### src/rtl/char_pixel_shifter.sv
// char_pixel_shifter: serialises one glyph row per character cell into a
// registered RGB pixel stream, applying reverse/blink/hide/cursor/underline.
// Optional feature macro: CHAR_PIXEL_UNDERLINE_EN (underline forcing logic).
module char_pixel_shifter #(
  parameter int unsigned COLOR_W    = 24,
  parameter int unsigned BLINK_BIT  = 4,
  parameter int unsigned CURSOR_BIT = 3
) (
  input  logic               clk_i,
  input  logic               rst_i,
  input  logic               ld_i,
  input  logic [63:0]        bmp_i,
  input  logic [5:0]         maxScanpix_i,
  input  logic [COLOR_W-1:0] fgcolor_i,
  input  logic [COLOR_W-1:0] bgcolor_i,
  input  logic [3:0]         attr_i,
  input  logic               cursor_i,
  input  logic [5:0]         scanline_i,
  input  logic [5:0]         ulrow_i,
  input  logic               vsync_i,
  output logic [COLOR_W-1:0] rgb_o,
  output logic               pix_o,
  output logic               active_o
);

  localparam int unsigned CNT_W  = 6;
  localparam int unsigned FCNT_W = 6;

  logic [63:0]        r_shift;
  logic [CNT_W-1:0]   r_cnt;
  logic               r_active;
  logic [FCNT_W-1:0]  r_fcnt;
  logic [COLOR_W-1:0] r_fg;
  logic [COLOR_W-1:0] r_bg;
  logic               r_rev;
  logic               r_blink;
  logic               r_hide;
  logic               r_cur;
  logic [COLOR_W-1:0] r_rgb;
  logic               r_pix;
  logic               r_act_o;
  logic               w_p;

`ifdef CHAR_PIXEL_UNDERLINE_EN
  logic               r_ul;
  logic               w_ul_hit;

  // Underline applies when the cell has the attribute and this is the underline scanline
  assign w_ul_hit = attr_i[2] & (scanline_i == ulrow_i);

  // Latch underline decision at load so it holds for the whole cell row
  always_ff @(posedge clk_i or posedge rst_i) begin
    if (rst_i) begin
      r_ul <= 1'b0;
    end else if (ld_i) begin
      r_ul <= w_ul_hit;
    end
  end

  // Only the selected phase bits of the frame counter are consumed
  logic w_unused_fcnt;
  assign w_unused_fcnt = ^r_fcnt;
`else
  // Underline inputs have no function in this build
  logic w_unused_ul;
  assign w_unused_ul = ^{attr_i[2], scanline_i, ulrow_i, r_fcnt};
`endif

  // Frame counter: one step per vsync pulse, wraps naturally at 6 bits
  always_ff @(posedge clk_i or posedge rst_i) begin
    if (rst_i) begin
      r_fcnt <= '0;
    end else if (vsync_i) begin
      r_fcnt <= r_fcnt + FCNT_W'(1);
    end
  end

  // Cell capture on load; blink/cursor phases sampled here so a cell is stable
  always_ff @(posedge clk_i or posedge rst_i) begin
    if (rst_i) begin
      r_fg    <= '0;
      r_bg    <= '0;
      r_rev   <= 1'b0;
      r_blink <= 1'b0;
      r_hide  <= 1'b0;
      r_cur   <= 1'b0;
    end else if (ld_i) begin
      r_fg    <= fgcolor_i;
      r_bg    <= bgcolor_i;
      r_rev   <= attr_i[0];
      r_blink <= attr_i[1] & r_fcnt[BLINK_BIT];
      r_hide  <= attr_i[3];
      r_cur   <= cursor_i & r_fcnt[CURSOR_BIT];
    end
  end

  // Bit walker: load restarts the cell, otherwise count down to pixel 0 then idle
  always_ff @(posedge clk_i or posedge rst_i) begin
    if (rst_i) begin
      r_shift  <= '0;
      r_cnt    <= CNT_W'(63);
      r_active <= 1'b0;
    end else if (ld_i) begin
      r_shift  <= bmp_i;
      r_cnt    <= maxScanpix_i;
      r_active <= 1'b1;
    end else if (r_active) begin
      if (r_cnt == '0) begin
        r_active <= 1'b0;
      end else begin
        r_cnt <= r_cnt - CNT_W'(1);
      end
    end
  end

  // Pixel select chain: raw, underline, hide, blink, reverse, cursor
  always_comb begin
    w_p = r_shift[r_cnt];
`ifdef CHAR_PIXEL_UNDERLINE_EN
    if (r_ul) begin
      w_p = 1'b1;
    end
`endif
    if (r_hide) begin
      w_p = 1'b0;
    end
    if (r_blink) begin
      w_p = 1'b0;
    end
    if (r_rev) begin
      w_p = ~w_p;
    end
    if (r_cur) begin
      w_p = ~w_p;
    end
  end

  // Output register: pixel colour while active, background gap fill when idle
  always_ff @(posedge clk_i or posedge rst_i) begin
    if (rst_i) begin
      r_rgb   <= '0;
      r_pix   <= 1'b0;
      r_act_o <= 1'b0;
    end else if (r_active) begin
      r_rgb   <= w_p ? r_fg : r_bg;
      r_pix   <= w_p;
      r_act_o <= 1'b1;
    end else begin
      r_rgb   <= r_bg;
      r_pix   <= 1'b0;
      r_act_o <= 1'b0;
    end
  end

  assign rgb_o    = r_rgb;
  assign pix_o    = r_pix;
  assign active_o = r_act_o;

endmodule
### config.mk
export PLATFORM = sky130hd
export DESIGN_NAME = char_pixel_shifter
export DESIGN_NICKNAME = d
export VERILOG_FILES = /design/src/rtl/char_pixel_shifter.sv
export SDC_FILE = /design/constraint.sdc
export NUM_CORES = 1
export LEC_CHECK = 0
export BUFFER_PORTS_ARGS = -buffer_cell sky130_fd_sc_hd__buf_4
export CORE_ASPECT_RATIO = 1.4
export CORE_MARGIN = 2
export CORE_UTILIZATION = 43
export CTS_BUF_LIST = sky130_fd_sc_hd__clkbuf_8
export DETAILED_ROUTE_END_ITERATION = 8
export GPL_ROUTABILITY_DRIVEN = 0
export GPL_TIMING_DRIVEN = 0
export PLACE_DENSITY = 0.66
export SETUP_SLACK_MARGIN = 0.1
export SYNTH_ARGS = -nofsm -noshare
export SYNTH_HDL_FRONTEND = slang
export SYNTH_SLANG_ARGS = --single-unit
### constraint.sdc
create_clock -name clk_i -period 10.05 [get_ports clk_i]
set_clock_uncertainty 0.1 [all_clocks]
set_input_delay 2.01 -clock clk_i [delete_from_list [all_inputs] [get_ports clk_i]]
set_output_delay 2.01 -clock clk_i [all_outputs]
set_load 0.01 [all_outputs]
==> out/metrics.cfg <==
[worst_hold_path]
min_path_type=register to register

[layout]
final_cell_mix=150 x buf_4, 148 x dfrtp_1, 121 x mux2_2
layout_commonest_cell=buf_4
antennaDiodeCount=0
drive_above_1_share_pct=60.3
fillers=1262
post-route-util_pct=55.4
fin_nets=721
areaGrowthSynthToFinish_pct=27.4

[synthesis]
mappedNetlistNets=551
synth.distinct_cells=33
yosysTopAreaCellShare_pct=57.1
synth_cells=409
yosysSeqAreaShare_pct=59.5
synth_area_leaders=dfrtp_1 57%, mux2_2 21%, mux4_2 5.2%
avgSynthCellArea_sq_um=15.9
synth_seq_cells=154
synth_area_sq_um=6490
synth_area_leader_cell=dfrtp_1
yosysWarnings=0

[die]
initial_core_util_pct=43.5
dieWidth_microns=108
rows=53
die_y_microns=149
die-area_sq_um=16100
io_pins=165
core_area_sq_um=14900

[clock_network]
numCtsBuffers=17
cts-root-buf=clkbuf_8
path_clk_slew_ns=0.08
cts_buffer_depth=2
cts_resized=0
hold_buffers=0
cts-htree-levels=4
post_cts_buffers=0
clk_latency_ns=0.44
cts_tree=built
cts_sinks=154

[worst_setup_path]
end_kind=register
cp_max_fo=10
cp_num_buf_inv=3
crit_chain=clkbuf_1 -> clkbuf_1 -> clkbuf_1 -> mux2_2
arrival_ns=3.72
required_ns=10.27
start_kind=input port
crit_slowest_cell=clkbuf_1
critPathKind=input port to register
crit_family=buffers and inverters
critPathMostFrequentCell=clkbuf_1
cpPeakStageDelay_ns=0.57

[sta]
totalNegativeSetupSlack_ns=0
hold-worst-slack_ns=0.374
setup_viol=0
hold_viol=0
fin_crit_ns=3.50
max_freq_mhz=286
worstMarginPinSlew_ns=0.686
slew_headroom_pct=54.3
period_share_pct=34.8
rsz0062_at_grt=false
maxSlewViolCount=0

[grt]
grt_pass1_vias=4362
grt_overflow=0
grtUsageTotal_pct=18.1
antenna_found_initial=0
grt_first_pass_wirelength_mm=22.1
grt_max_degree=85

[power]
p_total_mw=1.69
p_leak_nw=3.70
powerDensity_nw_per_um2=204
max-vdd-ir-drop_mv=0.135

[route]
drtPass1Iterations=4
drt-total-wl_mm=13.7
post_drt_wl_per_cell_microns=17.4
drt_drc_violations_left=0
ant_nets=0
viasPerCell=5.02
vias=3932
dr.first_iter.drc_count=112

[run]
maxCapViolCount=0

[place]
hpwl_mm=10.0
io_buffers=150

[outcome]
status=completed

==> logic make-up after synthesis <==
kind of cell,count (synthesis),synth area share [%]
buffers and inverters,30,2.27
muxes,161,31.6
adders and majority gates,3,0.578
AOI/OAI and AO/OA,18,1.95
and+or+nand+nor,33,2.76
DFF,154,59.5
xor gates and xnor gates,10,1.35
==> per-stage QoR <==
step | setup WS, ns | instances | instance area (sq um)
final | 6.55 | 784 | 8270
after global routing | 6.44 | 784 | 8270
after CTS | 6.51 | 784 | 8270
after detailed placement | 6.03 | 752 | 7890
after global placement | 2.22 | 751 | 7860
after floorplan | 3.80 | 409 | 6490
==> path summary, 6_finish.rpt <==
kind	slack [ns]	startpoint	cells after the start	to
worst min-delay path	0.37	r_active	0	active_o
max in group asynchronous	7.44	rst_i	3	rgb_o[1]
min in group asynchronous	1.57	rst_i	2	r_fcnt[2]
worst min register to register	0.37	r_active	0	active_o
worst max register to register	7.04	r_cnt[3]	9	rgb_o[4]
worst max-delay path	6.55	ld_i	4	r_bg[2]
==> area by class of cell <==
class	count	area (sq um)	share of cell area, %
Buffer	22	118	1.42
Clock buffer	17	234	2.83
Clock inverter	15	145	1.76
Inverter	8	35.0	0.424
Multi-Input combinational cell	225	2480	30.0
Sequential cell	154	3860	46.7
Tap cell	192	240	2.91
Timing Repair Buffer	151	1150	14.0
==> Yosys cell counts <==
| master | number |
|---|---|
| a211oi_2 | 1 |
| nor3_1 | 3 |
| a221oi_1 | 1 |
| nor4b_2 | 1 |
| nand3b_4 | 1 |
| o41ai_2 | 1 |
| ha_1 | 3 |
| a22oi_1 | 2 |
| or2_2 | 1 |
| mux2_2 | 121 |
| o31ai_2 | 1 |
| buf_2 | 1 |
| clkbuf_1 | 12 |
| o21ai_0 | 9 |
| clkbuf_4 | 1 |
| mux2i_1 | 5 |
| dfstp_2 | 6 |
| o21ai_1 | 2 |
| inv_1 | 8 |
| nand2_1 | 12 |
| xor2_1 | 3 |
| nor2b_1 | 2 |
| nor2_1 | 4 |
| nand3_1 | 5 |
| mux2_4 | 20 |
| nand4_1 | 3 |
| mux4_2 | 15 |
| a31oi_1 | 1 |
| buf_6 | 4 |
| nand2b_1 | 1 |
| xnor2_1 | 7 |
| dfrtp_1 | 148 |
| buf_1 | 4 |
==> worst register-to-register path: stages, from the launching register on <==
cell and delay (ns):
dfstp_2 0.52, clkbuf_1 0.44, nor2_1 0.22, a221oi_1 0.36, a22oi_1 0.18, o31ai_2 0.23
nor3_1 0.08, nand3b_4 0.25, buf_6 0.22, mux2_4 0.30
==> per-layer routing <==
| metal | GRT usage (%) | wire length, microns |
|---|---|---|
| met4 | 4.94 | 143 |
| met2 | 30.8 | 7070 |
| met5 | 0 | 0 |
| met3 | 7.82 | 1320 |
| met1 | 20.8 | 5150 |
==> flip-flops by register name (all words and copies together), names as in the netlist <==
name	count
pix_o	1
r_hide	1
active_o	1
r_rev	1
rgb_o	24
r_bg	24
r_fcnt	5
r_shift	64
r_cur	1
r_active	1
r_cnt	6
r_fg	24
r_blink	1
==> where the power goes <==
group          internal [mW]  switching (mW)  leakage, nW
registers              0.727          0.0533         1.79
logic                  0.269           0.194         1.73
clock network          0.200           0.245        0.183
total                   1.20           0.492         3.70
(Power assumes the default switching activity.)
